==> src/rtl/judge_pkg.sv <==
// Shared result codes and round-state type for the answer arbiter and HP management.
package judge_pkg;

    localparam int unsigned RES_W = 2;

    typedef logic [RES_W-1:0] result_t;

    localparam result_t RES_NONE  = 2'b00;
    localparam result_t RES_WIN   = 2'b01;
    localparam result_t RES_NOWIN = 2'b10;
    localparam result_t RES_DRAW  = 2'b11;

    typedef enum logic [1:0] {
        IDLE = 2'b00,
        OPEN = 2'b01,
        DONE = 2'b10
    } state_e;

endpackage

==> src/rtl/round_timer.sv <==
// Round countdown: loads TIMEOUT_CYC on start, counts down while the round is open, saturates at 0.
module round_timer #(
    parameter int unsigned TIMEOUT_CYC = 1000
) (
    input  logic clk,
    input  logic rst_n,
    input  logic load,
    input  logic en,
    output logic expired
);

    localparam int unsigned CNT_W = (TIMEOUT_CYC > 0) ? $clog2(TIMEOUT_CYC + 1) : 1;

    logic [CNT_W-1:0] cnt_q, cnt_d;

    always_comb begin
        cnt_d = cnt_q;
        if (load) begin
            cnt_d = CNT_W'(TIMEOUT_CYC);
        end else if (en && (cnt_q != '0)) begin
            cnt_d = cnt_q - CNT_W'(1);
        end
    end

    always_ff @(posedge clk or negedge rst_n) begin
        if (!rst_n) begin
            cnt_q <= '0;
        end else begin
            cnt_q <= cnt_d;
        end
    end

    // The edge on which the count leaves 1 is the last edge an answer is accepted.
    assign expired = (TIMEOUT_CYC != 0) && en && !load && (cnt_q == CNT_W'(1));

endmodule

==> src/rtl/answer_judge.sv <==
// N-player answer arbiter: first correct answer(s) win, with draw, lockout and round timeout.
module answer_judge
    import judge_pkg::*;
#(
    parameter int unsigned N_PLAYERS   = 2,
    parameter int unsigned TIMEOUT_CYC = 1000,
    parameter int unsigned LOCKOUT     = 1,
    localparam int unsigned ID_W       = (N_PLAYERS > 1) ? $clog2(N_PLAYERS) : 1
) (
    input  logic                 clk,
    input  logic                 rst_n,
    input  logic                 round_start_i,
    input  logic [N_PLAYERS-1:0] ans_valid_i,
    input  logic [N_PLAYERS-1:0] ans_ok_i,
    output logic                 result_valid_o,
    output logic [RES_W-1:0]     result_o,
    output logic [N_PLAYERS-1:0] win_mask_o,
    output logic [ID_W-1:0]      win_id_o,
    output logic                 timed_out_o,
    output logic [N_PLAYERS-1:0] lock_mask_o,
    output logic                 busy_o
);

    state_e                 state_q, state_d;
    result_t                result_q, result_d;
    logic [N_PLAYERS-1:0]   win_mask_q, win_mask_d;
    logic [ID_W-1:0]        win_id_q, win_id_d;
    logic                   timed_out_q, timed_out_d;
    logic [N_PLAYERS-1:0]   lock_mask_q, lock_mask_d;
    logic                   busy_q, busy_d;
    logic                   rvalid_q, rvalid_d;

    logic [N_PLAYERS-1:0]   eligible_c, correct_c, wrong_c, lock_upd_c;
    logic                   all_locked_c, multi_c, timer_en_c, expired_c;
    logic [ID_W-1:0]        win_id_c;

    assign eligible_c   = ans_valid_i & ~lock_mask_q;
    assign correct_c    = eligible_c & ans_ok_i;
    assign wrong_c      = eligible_c & ~ans_ok_i;
    assign lock_upd_c   = (LOCKOUT != 0) ? (lock_mask_q | wrong_c) : '0;
    assign all_locked_c = (LOCKOUT != 0) && (&lock_upd_c);
    // Clearing the lowest set bit leaves something only if two or more players were correct.
    assign multi_c      = (correct_c & (correct_c - N_PLAYERS'(1))) != '0;
    assign timer_en_c   = (state_q == OPEN) && !round_start_i;

    // Lowest-index priority encoder over the correct set.
    always_comb begin
        win_id_c = '0;
        for (int i = int'(N_PLAYERS) - 1; i >= 0; i--) begin
            if (correct_c[i]) begin
                win_id_c = ID_W'(i);
            end
        end
    end

    round_timer #(
        .TIMEOUT_CYC (TIMEOUT_CYC)
    ) u_timer (
        .clk     (clk),
        .rst_n   (rst_n),
        .load    (round_start_i),
        .en      (timer_en_c),
        .expired (expired_c)
    );

    always_comb begin
        state_d     = state_q;
        result_d    = result_q;
        win_mask_d  = win_mask_q;
        win_id_d    = win_id_q;
        timed_out_d = timed_out_q;
        lock_mask_d = lock_mask_q;

        case (state_q)
            IDLE, DONE: begin
                if (round_start_i) begin
                    state_d     = OPEN;
                    result_d    = RES_NONE;
                    win_mask_d  = '0;
                    win_id_d    = '0;
                    timed_out_d = 1'b0;
                    lock_mask_d = '0;
                end
            end
            OPEN: begin
                if (round_start_i) begin
                    result_d    = RES_NONE;
                    win_mask_d  = '0;
                    win_id_d    = '0;
                    timed_out_d = 1'b0;
                    lock_mask_d = '0;
                end else begin
                    lock_mask_d = lock_upd_c;
                    if (correct_c != '0) begin
                        state_d    = DONE;
                        win_mask_d = correct_c;
                        win_id_d   = win_id_c;
                        result_d   = multi_c ? RES_DRAW : RES_WIN;
                    end else if (all_locked_c) begin
                        state_d     = DONE;
                        result_d    = RES_NOWIN;
                        timed_out_d = 1'b0;
                    end else if (expired_c) begin
                        state_d     = DONE;
                        result_d    = RES_NOWIN;
                        timed_out_d = 1'b1;
                    end
                end
            end
            default: state_d = IDLE;
        endcase

        busy_d   = (state_d == OPEN);
        rvalid_d = (state_d == DONE);
    end

    always_ff @(posedge clk or negedge rst_n) begin
        if (!rst_n) begin
            state_q     <= IDLE;
            result_q    <= RES_NONE;
            win_mask_q  <= '0;
            win_id_q    <= '0;
            timed_out_q <= 1'b0;
            lock_mask_q <= '0;
            busy_q      <= 1'b0;
            rvalid_q    <= 1'b0;
        end else begin
            state_q     <= state_d;
            result_q    <= result_d;
            win_mask_q  <= win_mask_d;
            win_id_q    <= win_id_d;
            timed_out_q <= timed_out_d;
            lock_mask_q <= lock_mask_d;
            busy_q      <= busy_d;
            rvalid_q    <= rvalid_d;
        end
    end

    assign result_valid_o = rvalid_q;
    assign result_o       = result_q;
    assign win_mask_o     = win_mask_q;
    assign win_id_o       = win_id_q;
    assign timed_out_o    = timed_out_q;
    assign lock_mask_o    = lock_mask_q;
    assign busy_o         = busy_q;

endmodule

==> config.mk <==
export PLATFORM = sky130hd
export DESIGN_NAME = answer_judge
export DESIGN_NICKNAME = d
export VERILOG_FILES = /design/src/rtl/judge_pkg.sv /design/src/rtl/round_timer.sv /design/src/rtl/answer_judge.sv
export SDC_FILE = /design/constraint.sdc
export NUM_CORES = 1
export LEC_CHECK = 0
export ABC_AREA = 0
export ABC_CLOCK_PERIOD_IN_PS = 1600
export CAP_MARGIN = 15
export CORE_MARGIN = 3
export CORE_UTILIZATION = 48
export CTS_CLUSTER_SIZE = 16
export DETAILED_ROUTE_END_ITERATION = 10
export PLACE_DENSITY = 0.85
export SLEW_MARGIN = 20
export SYNTH_ARGS = -nofsm -noshare
export SYNTH_HDL_FRONTEND = slang
export SYNTH_SLANG_ARGS = --single-unit
==> constraint.sdc <==
create_clock -name clk -period 1.6 [get_ports clk]
set_input_delay 0.32 -clock clk [delete_from_list [all_inputs] [get_ports clk]]
set_output_delay 0.32 -clock clk [all_outputs]
set_load 0.005 [all_outputs]
==> metrics <==
vias in the first global route 1124; WS Path Type flip-flop to flip-flop; pwr dens 918 nW/um2; vias per inst between 5 and 6; synthesized flop and latch total 22; critical path fanouts, max 3; Final Setup Violations 5; Area growth, synth to finish 48.1%; gr usage total 20.2%; Static Leak 0.833 nW; Synth cell types 34; Netlist Area Pre-Place around 1200 um2; post-synthesis net count 134; hpwl dp 2140 um; Vias between 1000 and 1500; Initial Util 52.1%; WP data arrival 1.90 ns; fmax just over 0.6 GHz; Hold-fix buffers, CTS 0; Worst-Skew Late Latency about 0.31 ns; Cells after Synth 122; routed len/inst 15.4 um; Synth area leader dfrtp_1; fillcell total roughly 140; Worst Setup Start Kind flip-flop; Syn Area/Cell 9.81 um2; final hold viol count 0; EDFF count, synth 0; Setup WS pre-CTS -0.500 ns; row cnt 17; ANT cells 0; Max-cap violations 0; Num CTS Buffers 3; critical path's slowest cell or4b_1; first-pass GRT wire length 5120 um; commonest cells in the synthesized netlist 22 x dfrtp_1, 11 x nand2_1, 9 x o21ai_0, 8 x nor2_1; Hold WC Path Type input pin to asynchronous set/reset pin; Final WS setup -0.0490 ns; synth top area cells dfrtp_1 46%, ha_1 5.2%, a22o_1 5.1%; count leader, synth dfrtp_1; critical-path cell list nor4_4, nand4_2, or4b_1, nand3_2; sequential fraction of the synthesis area 46.0%; Die Wd 55.9 um; Max clock buf depth 2; IO Pins 17; grt ovf 0; Worst setup EP type flip-flop; die height 55.9 um; nets 186; Synth top area share 46.0%; Final Slew Violations 0; die area between 3000 and 4000 um2; headroom to the max-slew limit 66.1%; TritonCTS clock tree built; H-tree depth 1; clk sinks 22; 1st-iter DRT viols 32; clk_skew 0.00468 ns; Synth Flop Type dfrtp_1; DR DRC count 0; Tmin final 1.65 ns; Core ar. ~2300 um2; setup TNS -0.105 ns; Final ANT Viol Nets 0; largest net degree at the start of global routing 23; Root Driver clkbuf_4; final period utilization 103%; violated checks setup timing; outcome finished with violations; TritonRoute pass-1 iters 4; port bufs 16; GPL Wtd Cong about 0.75; Required @ worst endpoint 1.85 ns; YS warnings 0; Worst-Margin Slew ~0.50 ns; clock slew at reported path FFs between 0.1 and 0.15 ns; RSZ-0062 raised after global routing yes; proportion of layout cells with a drive suffix above 1 between 30% and 40%; Total Wirelength 3090 um; CP max stage delay 0.57 ns; asr flop ratio synth 100%; VDD IR-drop max 0.918 mV; initial antenna violation count 0
[worst max-delay path, delay by kind of cell, from the launching register on]
| kind | cells | cell delay [ns] |
|---|---|---|
| AND/OR/NAND/NOR | 4 | 1.16 |
| flip-flops | 1 | 0.43 |
[area by class of cell]
class,count,area (um2),area share [%]
inverter,7,26.3,1.48
tap,28,35.0,1.98
multi-input combinational,87,676,38.1
sequential,22,551,31.1
timing repair buffer,53,449,25.3
clock buffer,4,36.3,2.05
[through the flow]
stage	hold WS, ns	cell area (um2)	cells	power [mW]	utilization (%)
finish	0.337	1770	201	1.63	77.2
global route	0.342	1770	201	1.74	77.2
CTS	0.340	1700	199	1.58	73.8
detailed placement	0.508	1590	190	1.25	69.4
global placement	0.506	1590	190	1.23	69.4
floorplan	0.0244	1200	122	0.945	-
[logic make-up after synthesis]
| kind of cell | Yosys count | synth area share, % |
|---|---|---|
| mux | 5 | 4.18 |
| fa+ha+maj | 5 | 5.22 |
| buf+inv | 13 | 4.39 |
| compound gates | 28 | 16.1 |
| simple gates | 49 | 24.1 |
| flops | 22 | 46.0 |
[worst paths after layout]
kind | from | to | slack, ns | depth (start not counted)
max | u_timer.cnt_q[4] | timed_out_o | -0.05 | 4
min | rst_n | u_timer.cnt_q[5] | 0.34 | 2
max reg2reg | u_timer.cnt_q[4] | timed_out_o | -0.05 | 4
min reg2reg | result_o[1] | result_o[1] | 0.52 | 2
max in group asynchronous | rst_n | u_timer.cnt_q[3] | 1.05 | 2
min in group clk | result_o[1] | result_o[1] | 0.52 | 2
[per-layer routing]
| metal | vias to the layer above | global-route usage [%] | part of all wire, % | wire length (um) |
|---|---|---|---|---|
| li1 | 547 | - | - | - |
| met5 | - | 0 | 0 | 0 |
| met2 | 24 | 31.9 | 50 | 1540 |
| met1 | 550 | 28.4 | 46 | 1410 |
| met4 | 0 | 4.41 | 1.3 | 41 |
| met3 | 6 | 4.87 | 3.3 | 103 |
[sequential cells by signal (all words and copies together), names as in the netlist]
signal	flops
result_valid_o	1
result_o	2
win_mask_o	2
lock_mask_o	2
u_timer.cnt_q	10
timed_out_o	1
busy_o	1
state_q	2
win_id_o	1
[where the power goes]
part	internal (mW)	switching, mW	total [mW]
Clock	0.139	0.161	0.300
Combinational	0.345	0.304	0.649
Sequential	0.630	0.0498	0.679
Total	1.11	0.515	1.63
[placed cells by master (no fill, tap or decap), types with 4 or more instances in the layout]
| master | n |
|---|---|
| o21ai_0 | 5 |
| nor2b_1 | 4 |
| inv_1 | 5 |
| nand2_1 | 10 |
| buf_4 | 35 |
| clkdlybuf4s50_1 | 10 |
| mux2i_1 | 5 |
| nor2_1 | 8 |
| dfrtp_1 | 22 |
| a22o_1 | 7 |
[what timing repair did]
item / in CTS / in global routing
pin swaps: 9 / 8
gates resized for setup: 11 / 18
buffers inserted: 5 / 2
endpoints found under the setup margin: 11 / 18
(Power assumes the default switching activity.)
